`config.mk`:
```
export PLATFORM = sky130hd
export DESIGN_NAME = uart_rx_buffer
export DESIGN_NICKNAME = d
export VERILOG_FILES = /design/src/rtl/uart_rx_buffer.sv
export SDC_FILE = /design/constraint.sdc
export NUM_CORES = 1
export LEC_CHECK = 0
export ABC_AREA = 0
export BUFFER_PORTS_ARGS = -buffer_cell sky130_fd_sc_hd__buf_2
export CAP_MARGIN = 25
export CORE_UTILIZATION = 40
export DETAILED_ROUTE_END_ITERATION = 10
export SKIP_LAST_GASP = 1
export SLEW_MARGIN = 15
export SYNTH_ARGS = -nofsm -noshare
export SYNTH_HDL_FRONTEND = slang
export SYNTH_SLANG_ARGS = --single-unit
```
`constraint.sdc`:
```
create_clock -name clk -period 4 [get_ports clk]
set_input_delay 0.4 -clock clk [delete_from_list [all_inputs] [get_ports clk]]
set_output_delay 0.4 -clock clk [all_outputs]
set_load 0.1 [all_outputs]
```
`src/rtl/uart_rx_buffer.sv`:
```
// rtl/uart_rx_buffer.sv - receive byte FIFO with synchronized capture, overrun and irq
// Optional threshold interrupt enabled by defining UART_RX_BUF_THRESH_IRQ_EN.
module uart_rx_buffer #(
    parameter int DEPTH  = 8,
    parameter int DATA_W = 8,
    localparam int CW    = $clog2(DEPTH + 1),
    localparam int AW    = $clog2(DEPTH)
) (
    input  logic              clk,
    input  logic              rst,
    input  logic [DATA_W-1:0] rx_data,
    input  logic              rx_flag,
    input  logic              rd_en,
    input  logic              clr_overrun,
`ifdef UART_RX_BUF_THRESH_IRQ_EN
    input  logic [CW-1:0]     rx_thresh,
`endif
    output logic [DATA_W-1:0] rd_data,
    output logic              empty,
    output logic              full,
    output logic [CW-1:0]     count,
    output logic              overrun,
    output logic              irq
);

    typedef enum logic {
        ST_ARMED = 1'b0,
        ST_HELD  = 1'b1
    } cap_state_t;

    cap_state_t        r_state;
    cap_state_t        w_state_nxt;
    logic              r_sync1;
    logic              r_sync2;
    logic              w_push;
    logic              w_pop;
    logic              w_wr;
    logic              w_drop;
    logic [AW-1:0]     r_wr_ptr;
    logic [AW-1:0]     r_rd_ptr;
    logic [CW-1:0]     r_count;
    logic              r_overrun;
    logic [DATA_W-1:0] r_mem [DEPTH];

    // rx_flag comes from the baud-clock domain
    always_ff @(posedge clk or posedge rst) begin
        if (rst) begin
            r_sync1 <= 1'b0;
            r_sync2 <= 1'b0;
        end else begin
            r_sync1 <= rx_flag;
            r_sync2 <= r_sync1;
        end
    end

    always_ff @(posedge clk or posedge rst) begin
        if (rst) begin
            r_state <= ST_ARMED;
        end else begin
            r_state <= w_state_nxt;
        end
    end

    always_comb begin
        w_state_nxt = r_state;
        w_push      = 1'b0;
        case (r_state)
            ST_ARMED: begin
                if (r_sync2) begin
                    w_push      = 1'b1;
                    w_state_nxt = ST_HELD;
                end
            end
            ST_HELD: begin
                if (!r_sync2) begin
                    w_state_nxt = ST_ARMED;
                end
            end
            default: w_state_nxt = ST_ARMED;
        endcase
    end

    // A pop on the same edge frees the slot the push writes into, even when full
    assign w_pop  = rd_en && (r_count != '0);
    assign w_wr   = w_push && (!full || w_pop);
    assign w_drop = w_push && full && !w_pop;

    always_ff @(posedge clk) begin
        if (w_wr) begin
            r_mem[r_wr_ptr] <= rx_data;
        end
    end

    always_ff @(posedge clk or posedge rst) begin
        if (rst) begin
            r_wr_ptr <= '0;
            r_rd_ptr <= '0;
            r_count  <= '0;
        end else begin
            if (w_wr) begin
                r_wr_ptr <= r_wr_ptr + AW'(1);
            end
            if (w_pop) begin
                r_rd_ptr <= r_rd_ptr + AW'(1);
            end
            case ({w_wr, w_pop})
                2'b10:   r_count <= r_count + CW'(1);
                2'b01:   r_count <= r_count - CW'(1);
                default: r_count <= r_count;
            endcase
        end
    end

    // Drop wins over a same-cycle clear so the loss is never hidden
    always_ff @(posedge clk or posedge rst) begin
        if (rst) begin
            r_overrun <= 1'b0;
        end else if (w_drop) begin
            r_overrun <= 1'b1;
        end else if (clr_overrun) begin
            r_overrun <= 1'b0;
        end
    end

    assign rd_data = r_mem[r_rd_ptr];
    assign count   = r_count;
    assign empty   = (r_count == '0);
    assign full    = (r_count == CW'(DEPTH));
    assign overrun = r_overrun;

`ifdef UART_RX_BUF_THRESH_IRQ_EN
    assign irq = ((rx_thresh != '0) && (r_count >= rx_thresh)) || r_overrun;
`else
    assign irq = !empty;
`endif

endmodule

```
* After elaboration in Yosys (flattened, before gate mapping) *
Memory sizes are Yosys's and may differ from the RTL's.
Index checks and enable logic that the tools add are counted.
W data, S select, Z words.

storage, ports and cells
  register bits = 14
  memory bits (writable) = 64
  input bits = 13
  output and inout port bits = 16
  logic and storage cells = 34
  memories = 1

memory list
  name   depth  bits a word  rd ports  clocked after Yosys merged registers in  wr ports  RTL line  source
  r_mem  8      8            1         0                                        1         43        logic [DATA_W-1:0] r_mem [DEPTH];

cells by class
  add/subtract/negate cells = 4
  eq/ne operators = 3
  muxes and demuxes = 7
  reductions and logical operators = 12

operator list
  operator               count
  $pmux W4 S2            1
  $add A3 B1 Y3 const B  2
  $mux W1                6
  $add A4 B1 Y4 const B  1
  $eq A4 B4 Y1 const B   1
  $logic_and A1 B1 Y1    4
  $logic_not A4 Y1       1
  $reduce_bool A2 Y1     2
  $reduce_bool A4 Y1     1
  $sub A4 B1 Y4 const B  1
  $logic_not A1 Y1       3
  $eq A2 B1 Y1 const B   1
  $eq A2 B2 Y1 const B   1
  $logic_or A1 B1 Y1     1

* Logic depth before layout (Yosys ltp) *
Gate-level depths: netlist of run 1.

  depth in word-level cells = 6
  gate-level depth with buffers = 10
  mapped depth without buffers = 9

* Worst setup path before layout of run 1 *
No wires, ideal clock.

  path type = register to register
  from = register r_count[1] (netlist: count[1])
  to = register r_count[3] (netlist: count[3])
  library setup time = 0.091 ns
  data arrival time = 3.306 ns
  required time = 3.909 ns
  setup slack = 0.603 ns
  stages on the path, launching flop included = 10
  buffers on the path = 2
  period minus slack after synthesis = 3.397 ns
  cells stage by stage = dfrtp_1 -> buf_6 -> or4_4 -> nand2_1 -> inv_1 -> ha_1 -> buf_2 -> or4b_2 -> a21o_2 -> o221ai_1

on the way
  longest elaborated chain between the ends = 6
  elaborated cells on any way between the ends = 12
  classes of those cells = add/sub: 2; eq/ne: 3; mux: 1; reduce/logical: 6

RTL lines
  item                                               RTL line  source
  from (decl)                                        41        logic [CW-1:0] r_count;
  from (signal assigned)                             107       2'b10: r_count <= r_count + CW'(1);
  from (signal assigned)                             108       2'b01: r_count <= r_count - CW'(1);
  from (signal assigned)                             109       default: r_count <= r_count;
  $reduce_bool A4 Y1 (*)                             84        assign w_pop = rd_en && (r_count != '0);
  $logic_and A1 B1 Y1 (*)                            84
  named net w_pop                                    36        logic w_pop;
  $logic_or A1 B1 Y1                                 85        assign w_wr = w_push && (!full || w_pop);
  $logic_and A1 B1 Y1                                85
  $eq A2 B1 Y1 or $eq A2 B2 Y1 (tied branches)       106       case ({w_wr, w_pop})
  $pmux W4 S2 or $reduce_bool A2 Y1 (tied branches)  --

The timed path passes the listed nets; every way through them passes the cells marked *.
A chain may end at the register's enable or synchronous reset.

* Worst setup path in the final report of run 1 *
  from = register r_rd_ptr[0]
  to = output rd_data[1]

on the way
  longest elaborated chain between the ends = 1

RTL lines
  item                    RTL line  source
  from (decl)             40        logic [AW-1:0] r_rd_ptr;
  from (signal assigned)  104       r_rd_ptr <= r_rd_ptr + AW'(1);
  $mem_v2 Z8 W8           --
  to (decl)               18        output logic [DATA_W-1:0] rd_data,

No other way between the ends.

==> results of run 1 <==
==> layer usage <==
| layer | wire length (µm) | GRT usage (%) |
|---|---|---|
| met1 | 2680 | 21.09 |
| met2 | 2898 | 25.19 |
| met3 | 166 | 3.099 |
| met4 | 82 | 7.540 |
| met5 | 0 | 0 |
==> kinds of logic (layout without fill, tap and decap cells) <==
family / count (synthesis) / after routing
xor+xnor: 7 / 7
compound gates: 10 / 10
fa+ha+maj: 5 / 5
buf+inv: 15 / 56
flops: 78 / 78
mux: 28 / 28
simple gates: 24 / 24
==> cell usage after synthesis <==
cell	instances
or4_4	1
mux2_1	1
or4_1	1
a21oi_1	1
o211ai_1	1
or4b_4	1
mux2i_1	1
mux2_2	10
nand2_1	2
nand2b_1	1
edfxtp_1	64
o221ai_1	1
ha_1	5
dfrtp_1	14
xnor2_1	6
clkbuf_1	1
mux4_2	16
o21ai_0	1
buf_2	2
o21a_1	1
or4b_2	1
nand3b_1	2
nor3_1	4
buf_1	2
a21o_2	1
or3b_2	1
nor2_1	4
a22o_1	1
nor4_1	2
buf_6	2
nor2b_1	2
buf_4	1
o41ai_1	1
a2111oi_2	1
nand3_1	2
xor2_1	1
o21ai_4	1
inv_1	7
==> sequential cells by signal, indices dropped and copies added (netlist names) <==
signal    cells
overrun       1
r_sync1       1
count         4
r_mem        64
r_sync2       1
r_rd_ptr      3
r_state       1
r_wr_ptr      3
==> worst max-delay path by stage <==
stage,start,to,slack [ns],cells past startpoint
floorplan,count[1]$_DFFE_PP0P_,count[3]$_DFFE_PP0P_,0.60,9
finish,r_rd_ptr[0]$_DFFE_PP0P_,rd_data[1],1.22,4
global placement,count[0]$_DFFE_PP0P_,count[3]$_DFFE_PP0P_,1.36,7
detailed placement,count[0]$_DFFE_PP0P_,count[3]$_DFFE_PP0P_,1.22,6
CTS,r_rd_ptr[0]$_DFFE_PP0P_,rd_data[3],1.13,4
global route,r_rd_ptr[0]$_DFFE_PP0P_,rd_data[3],1.06,4
==> area by class of cell <==
type                    instances  area [µm²]
flip-flops and latches         78        2272
inverters                       7       26.28
fillers                       635        4035
repair buffers                 33       177.7
well taps                     102       127.6
clock inverters                 5       57.56
clock buffers                  11       151.4
multi-input cells              74       879.6
==> per-stage QoR <==
step	worst slack, ns	util [%]	hold WS [ns]	cell area [µm²]
after global routing	1.060	47.78	0.1189	3692
after global placement	1.363	44.88	0.3471	3468
final	1.220	47.78	0.08605	3692
after detailed placement	1.224	44.88	0.3442	3468
after floorplan	0.6033	-	0.2892	3209
after CTS	1.128	47.59	0.09123	3677
==> summary.md, run 1 <==
| Metric | Value |
|---|---|
| Largest area contributor in the netlist | edfxtp_1 |
| Cells after DPL | a little under 300 |
| Flop-to-flop setup slack | 1.22 ns |
| Status | finished clean |
| Diodes inserted | 0 |
| Buffers & Inverters on Critical Path | 2 |
| First-pass GRT wire length | 9563 µm |
| Max-slew violations | 0 |
| Initial Util | around two fifths |
| Final hold vios | 0 |
| Cts bufs inserted | 9 |
| Root Driver | clkbuf_8 |
| Area Overhead vs Synth | 15.05% |
| Largest family of logic cells by synthesized area | multiplexers |
| RR Endpoint | count[3]$_DFFE_PP0P_ |
| GRT Residual Overflow | 0 |
| Largest net degree at the start of global routing | 19 |
| Worst-Margin Slew | between 1 and 1.5 ns |
| Synth Area in XOR/XNOR | about 1.9% |
| Max Root-Sink Buffers | 2 |
| Largest cells by area after synthesis | edfxtp_1, mux4_2, dfrtp_1, mux2_2, ha_1 |
| Resized cells post-CTS | 0 |
| Clock skew | around 0.0075 ns |
| Reg-to-Reg Start | count[0]$_DFFE_PP0P_ |
| Simple-Gate Fraction of Synth Area | 4.678% |
| Post-synthesis sequential area ratio | 70.80% |
| Slowest cell on crit path | dfrtp_1 |
| Post-CTS setup buffer count | 0 |
| # IOs | 29 |
| Post-CTS Hold Buffers | 0 |
| Top delay family on crit path | multiplexers |
| Crit share post-route | 69.51% |
| Adder-Cell Fraction of Synth Area | 1.949% |
| Library cells used by synthesis | 38 |
| Crit-path cells | buf_4, mux4_2, mux2_2, buf_2 |
| Worst Hold Class | in2async |
| Number of synthesized register bits | 78 |
| Final #Nets | 221 |
| TritonCTS clock tree | yes |
| Relative slew margins | ~30% |
| Minimum clock period | around 2.8 ns |
| Vias in the first global route | 1763 |
| Layout cells sized above 1 | 41.35% |
| Clock sinks | 78 |
| Core box area | between 7000 and 8000 µm² |
| Crit-path max cell delay | 0.58 ns |
| Synth Warn # | 0 |
| Worst Path Arrival | around 2.4 ns |
| # setup viols final | 0 |
| Setup TNS | 0 ns |
| H-tree depth | 3 |
| Synthesized Nets | roughly 190 |
| Residual DRC | 0 |
| Die Wd | roughly 90 µm |
| Most common cell after layout, fill and taps aside | edfxtp_1 |
| Routed WL | 5829 µm |
| Mux share of post-synthesis cell area | 15.40% |
| FP Rows | 32 |
| Clk pin slew, worst setup/hold paths | 0.08 ns |
| Routed vias | 1592 |
| Post-DP HPWL | 3733 µm |
| # Max-Cap Violations | 0 |
| Critical path class | reg2out |
| Syn Area/Cell | 19.22 µm² |
| Post-Syn Area | roughly 3200 µm² |
| Mapped Cells | 167 |
| Compound-Gate Fraction of Synth Area | ~2.8% |
| Routed len/inst | 18.80 µm |
| Via/cell ratio | a little over 5 |
| Achievable Freq | 0.3597 GHz |
| RSZ-0062 raised after global routing | no |
| Worst Path Max Fanout | 12 |
| All-layer global routing usage | 15.89% |
| Routability cong. | 0.7780 |
| Worst path required time | 3.60 ns |
| CP startpoint kind | flop |
| Antenna violations before repair | 0 |
| Crit. End Element | primary output |
| Die area | 8385 µm² |
| Number of non-filler instances in the completed layout | between 300 and 400 |
| Latest clock arrival within the worst-skew pair | 0.34 ns |
| Cell depth of the worst flop-to-flop path | 6 |
| Antenna Nets Post-Route | 0 |
| Most frequent cells in the layout | edfxtp_1, buf_2, mux4_2 |
| Die height | 91.57 µm |
| DRT Pass-1 Iters | 4 |
| Port Buffers | 28 |
| Share of the synthesized area in the top cell type | 59.88% |
| Drt initial violations | between 70 and 80 |
Power of run 1 is left out: the tool's default activity adds up to more than one toggle a clock period on the data nets, which glitch-free logic cannot reach.
==> inputs of run 2 (changes only) <==
- ABC_AREA: 0 -> 1
- clock period: 4 -> 2.6 ns (I/O delays scaled with it)
==> run 2 against run 1 <==
Against the previous run: critical path depth up 2; cell area up 4.6%; setup slack worse by 1.0 ns; worst hold slack better by 0.016 ns; final cell count up 42%; synthesized cell count up 74%; sequential cell count unchanged; via count up 34%; core utilization up 1.5 points; global-route usage up 1.0 points; non-clock buffer count up 9; highest routed layer unchanged.
==> summary.md, run 2 <==
| Metric | Value |
|---|---|
| Status | finished clean |
| Routed vias | 2140 (+34%) |
| WHS Path Cells | 2 |
| Core box area | 7848 µm² (+1.6%) |
| Vias in the first global route | 2142 (+21%) |
| Post-synthesis sequential area ratio | 69.05% (-1.7 points) |
| FP Rows | 32 (unchanged) |
| Die area | 8593 µm² (+2.5%) |
| Minimum clock period | 2.418 ns |
| Antenna Nets Post-Route | 0 (unchanged) |
| Most common cell after layout, fill and taps aside | edfxtp_1 |
| # IOs | 29 (unchanged) |
| Diodes inserted | 0 (unchanged) |
| Root Driver | clkbuf_8 |
| Compound-Gate Fraction of Synth Area | 8.061% (+5.2 points) |
| Clock sinks | 78 (unchanged) |
| Syn Area/Cell | 11.31 µm² (-41%) |
| GRT Residual Overflow | 0 (unchanged) |
| Max Root-Sink Buffers | 2 (unchanged) |
| Die Wd | 92.70 µm (+1.2%) |
| Adder-Cell Fraction of Synth Area | 1.901% (-0.048 points) |
| Mux share of post-synthesis cell area | 0% (-15 points) |
| Latest clock arrival within the worst-skew pair | 0.35 ns (about the same) |
| Relative slew margins | 55.53% (+26 points) |
| Largest net degree at the start of global routing | 34 (+15) |
| Ys flop type | edfxtp_1 |
| Via/cell ratio | 4.853 (-5.5%) |
| Synth Warn # | 0 (unchanged) |
| # Max-Cap Violations | 0 (unchanged) |
| Crit. End Element | primary output |
| Hold endpoint | overrun$_DFFE_PP0P_ |
| CP startpoint kind | flop |
| Area Overhead vs Synth | 17.41% |
| HP Start | clr_overrun |
| Routed WL | 6690 µm (+15%) |
| Synth Area in XOR/XNOR | 1.597% (-0.31 points) |
| Flop-to-flop setup slack | 0.55 ns (-0.67 ns) |
| H-tree depth | 3 (unchanged) |
| Initial Util | 41.93% (+0.40 points) |
| All-layer global routing usage | 16.93% (+1.0 points) |
| Max FFs per register | 64 (unchanged) |
| Worst Path Max Fanout | 18 (+6) |
| Worst Path Arrival | 2.16 ns (-0.22 ns) |
| Residual DRC | 0 (unchanged) |
| RSZ-0062 raised after global routing | no |
| Largest area contributor in the netlist | edfxtp_1 |
| Final hold vios | 0 (unchanged) |
| Drt initial violations | 106 (+43%) |
| Synthesized Nets | 309 (+67%) |
| Synth async-reset ratio | 17.95% (unchanged) |
| Library cells used by synthesis | 21 (-45%) |
| Simple-Gate Fraction of Synth Area | 15.70% (+11 points) |
| Layout cells sized above 1 | 21.24% (-20 points) |
| Critical path class | reg2out |
| Setup TNS | 0 ns (unchanged) |
| Max-slew violations | 0 (unchanged) |
| Clk pin slew, worst setup/hold paths | 0.08 ns (about the same) |
| Largest cells by area after synthesis | edfxtp_1, dfrtp_1, nor2_1, nand2_1, o21ai_1 |
| First-pass GRT wire length | 10610 µm (+11%) |
| Achievable Freq | 0.4136 GHz |
| CP startpoint | r_rd_ptr[1]$_DFFE_PP0P_ |
| Reg-to-Reg Start | count[1]$_DFFE_PP0P_ |
| RR Endpoint | count[2]$_DFFE_PP0P_ |
| TritonCTS clock tree | yes |
| Die height | 92.70 µm (+1.2%) |
| Post-synth top cells | edfxtp_1, nor2_1, nand2_1, o21ai_1, o21ai_0 |
| Post-DP HPWL | 4152 µm (+11%) |
| Routed len/inst | 15.17 µm (-19%) |
| Cell depth of the worst flop-to-flop path | 13 (+7) |
| Antenna violations before repair | 0 (unchanged) |
| Worst-Margin Slew | 0.6671 ns (-0.3829 ns) |
| Mapped Cells | 291 (+74%) |
| Post-Syn Area | 3291 µm² (+2.5%) |
| Largest family of logic cells by synthesized area | simple AND/OR/NAND/NOR gates |
| Most frequent cell after synthesis | edfxtp_1 |
| Port Buffers | 28 (unchanged) |
| Post-synth EDFFs | 64 (unchanged) |
| DRT Pass-1 Iters | 4 (unchanged) |
| Share of the synthesized area in the top cell type | 58.40% (-1.5 points) |
| Cts bufs inserted | 9 (unchanged) |
| # setup viols final | 0 (unchanged) |
| Register area | 2285 µm² (+0.55%) |
| Routability cong. | 0.7598 (-2.3%) |
| Filler instances | 708 (+11%) |
| Multi-input combinational cell area | 924.6 µm² (+5.1%) |
| Final #Nets | 352 (+59%) |
| Number of synthesized register bits | 78 (unchanged) |
| Most frequent cells in the layout | edfxtp_1, nor2_1, nand2_1 |
| Worst Hold Class | in2reg |
| Crit share post-route | 92.99% |
| Worst path required time | 2.34 ns (-1.26 ns) |
| Biggest register | r_mem |
| Min Hold Slack | 0.1025 ns (+0.01640 ns) |
| Clock skew | 0.01439 ns (+0.006894 ns) |
| Post-CTS setup buffer count | 0 (unchanged) |
run 2: cells by family (layout without fill, tap and decap cells):
| family | after synthesis | in the layout |
|---|---|---|
| buffers and inverters | 27 | 75 |
| XOR/XNOR | 6 | 6 |
| adder cells (fa/ha/maj) | 5 | 5 |
| AO/OA/AOI/OAI | 53 | 53 |
| AND/OR/NAND/NOR | 122 | 122 |
| flip-flops | 78 | 78 |
run 2: how the worst max path moves through the flow:
stage / to / cells past startpoint / slack, ns
after detailed placement: count[2]$_DFFE_PP0P_ / 13 / 0.55
final: rd_data[6] / 6 / 0.18
after floorplan: count[2]$_DFFE_PP0P_ / 13 / 0.007
after CTS: rd_data[6] / 6 / 0.21
after global placement: count[2]$_DFFE_PP0P_ / 13 / 0.59
after global routing: rd_data[5] / 6 / 0.06
run 2: cell type report:
type                    instances  share of cell area [%]
inverters                      17                   1.716
well taps                     102                   3.303
flip-flops and latches         78                   59.13
multi-input cells             186                   23.93
clock inverters                 7                   1.911
clock buffers                   9                   3.206
repair buffers                 42                   6.801
run 2: metal layers:
metal  track usage (%)  vias to the layer above  share of wire [%]
met4             7.436                        0                2.1
met2             27.96                       29                 48
li1                  -                     1066                  -
met5                 0                        -                  0
met3             4.187                       15                2.4
met1             21.12                     1030                 48
run 2: timing repair:
| item | 4_1_cts | 5_1_grt |
|---|---|---|
| hold buffers | 2 | 0 |
| gates resized for setup | 0 | 0 |
| endpoints found under the hold margin | 15 | 0 |
run 2: stage by stage:
step / setup WS, ns / instance area, µm² / std cells / util [%]
finish: 0.1822 / 3864 / 441 / 49.23
detailed placement: 0.5540 / 3646 / 423 / 46.46
global route: 0.06038 / 3864 / 441 / 49.23
global placement: 0.5892 / 3646 / 423 / 46.46
CTS: 0.2104 / 3864 / 441 / 49.23
floorplan: 0.006832 / 3331 / 291 / -
run 2: critical path, stage by stage (launching register included):
cell and delay, ns:
dfrtp_1 0.78, buf_12 0.23, o21ai_0 0.09, o21ai_1 0.14, nand2_1 0.07, nand2_1 0.08, buf_2 0.42
Power of run 2 is left out for the same reason.
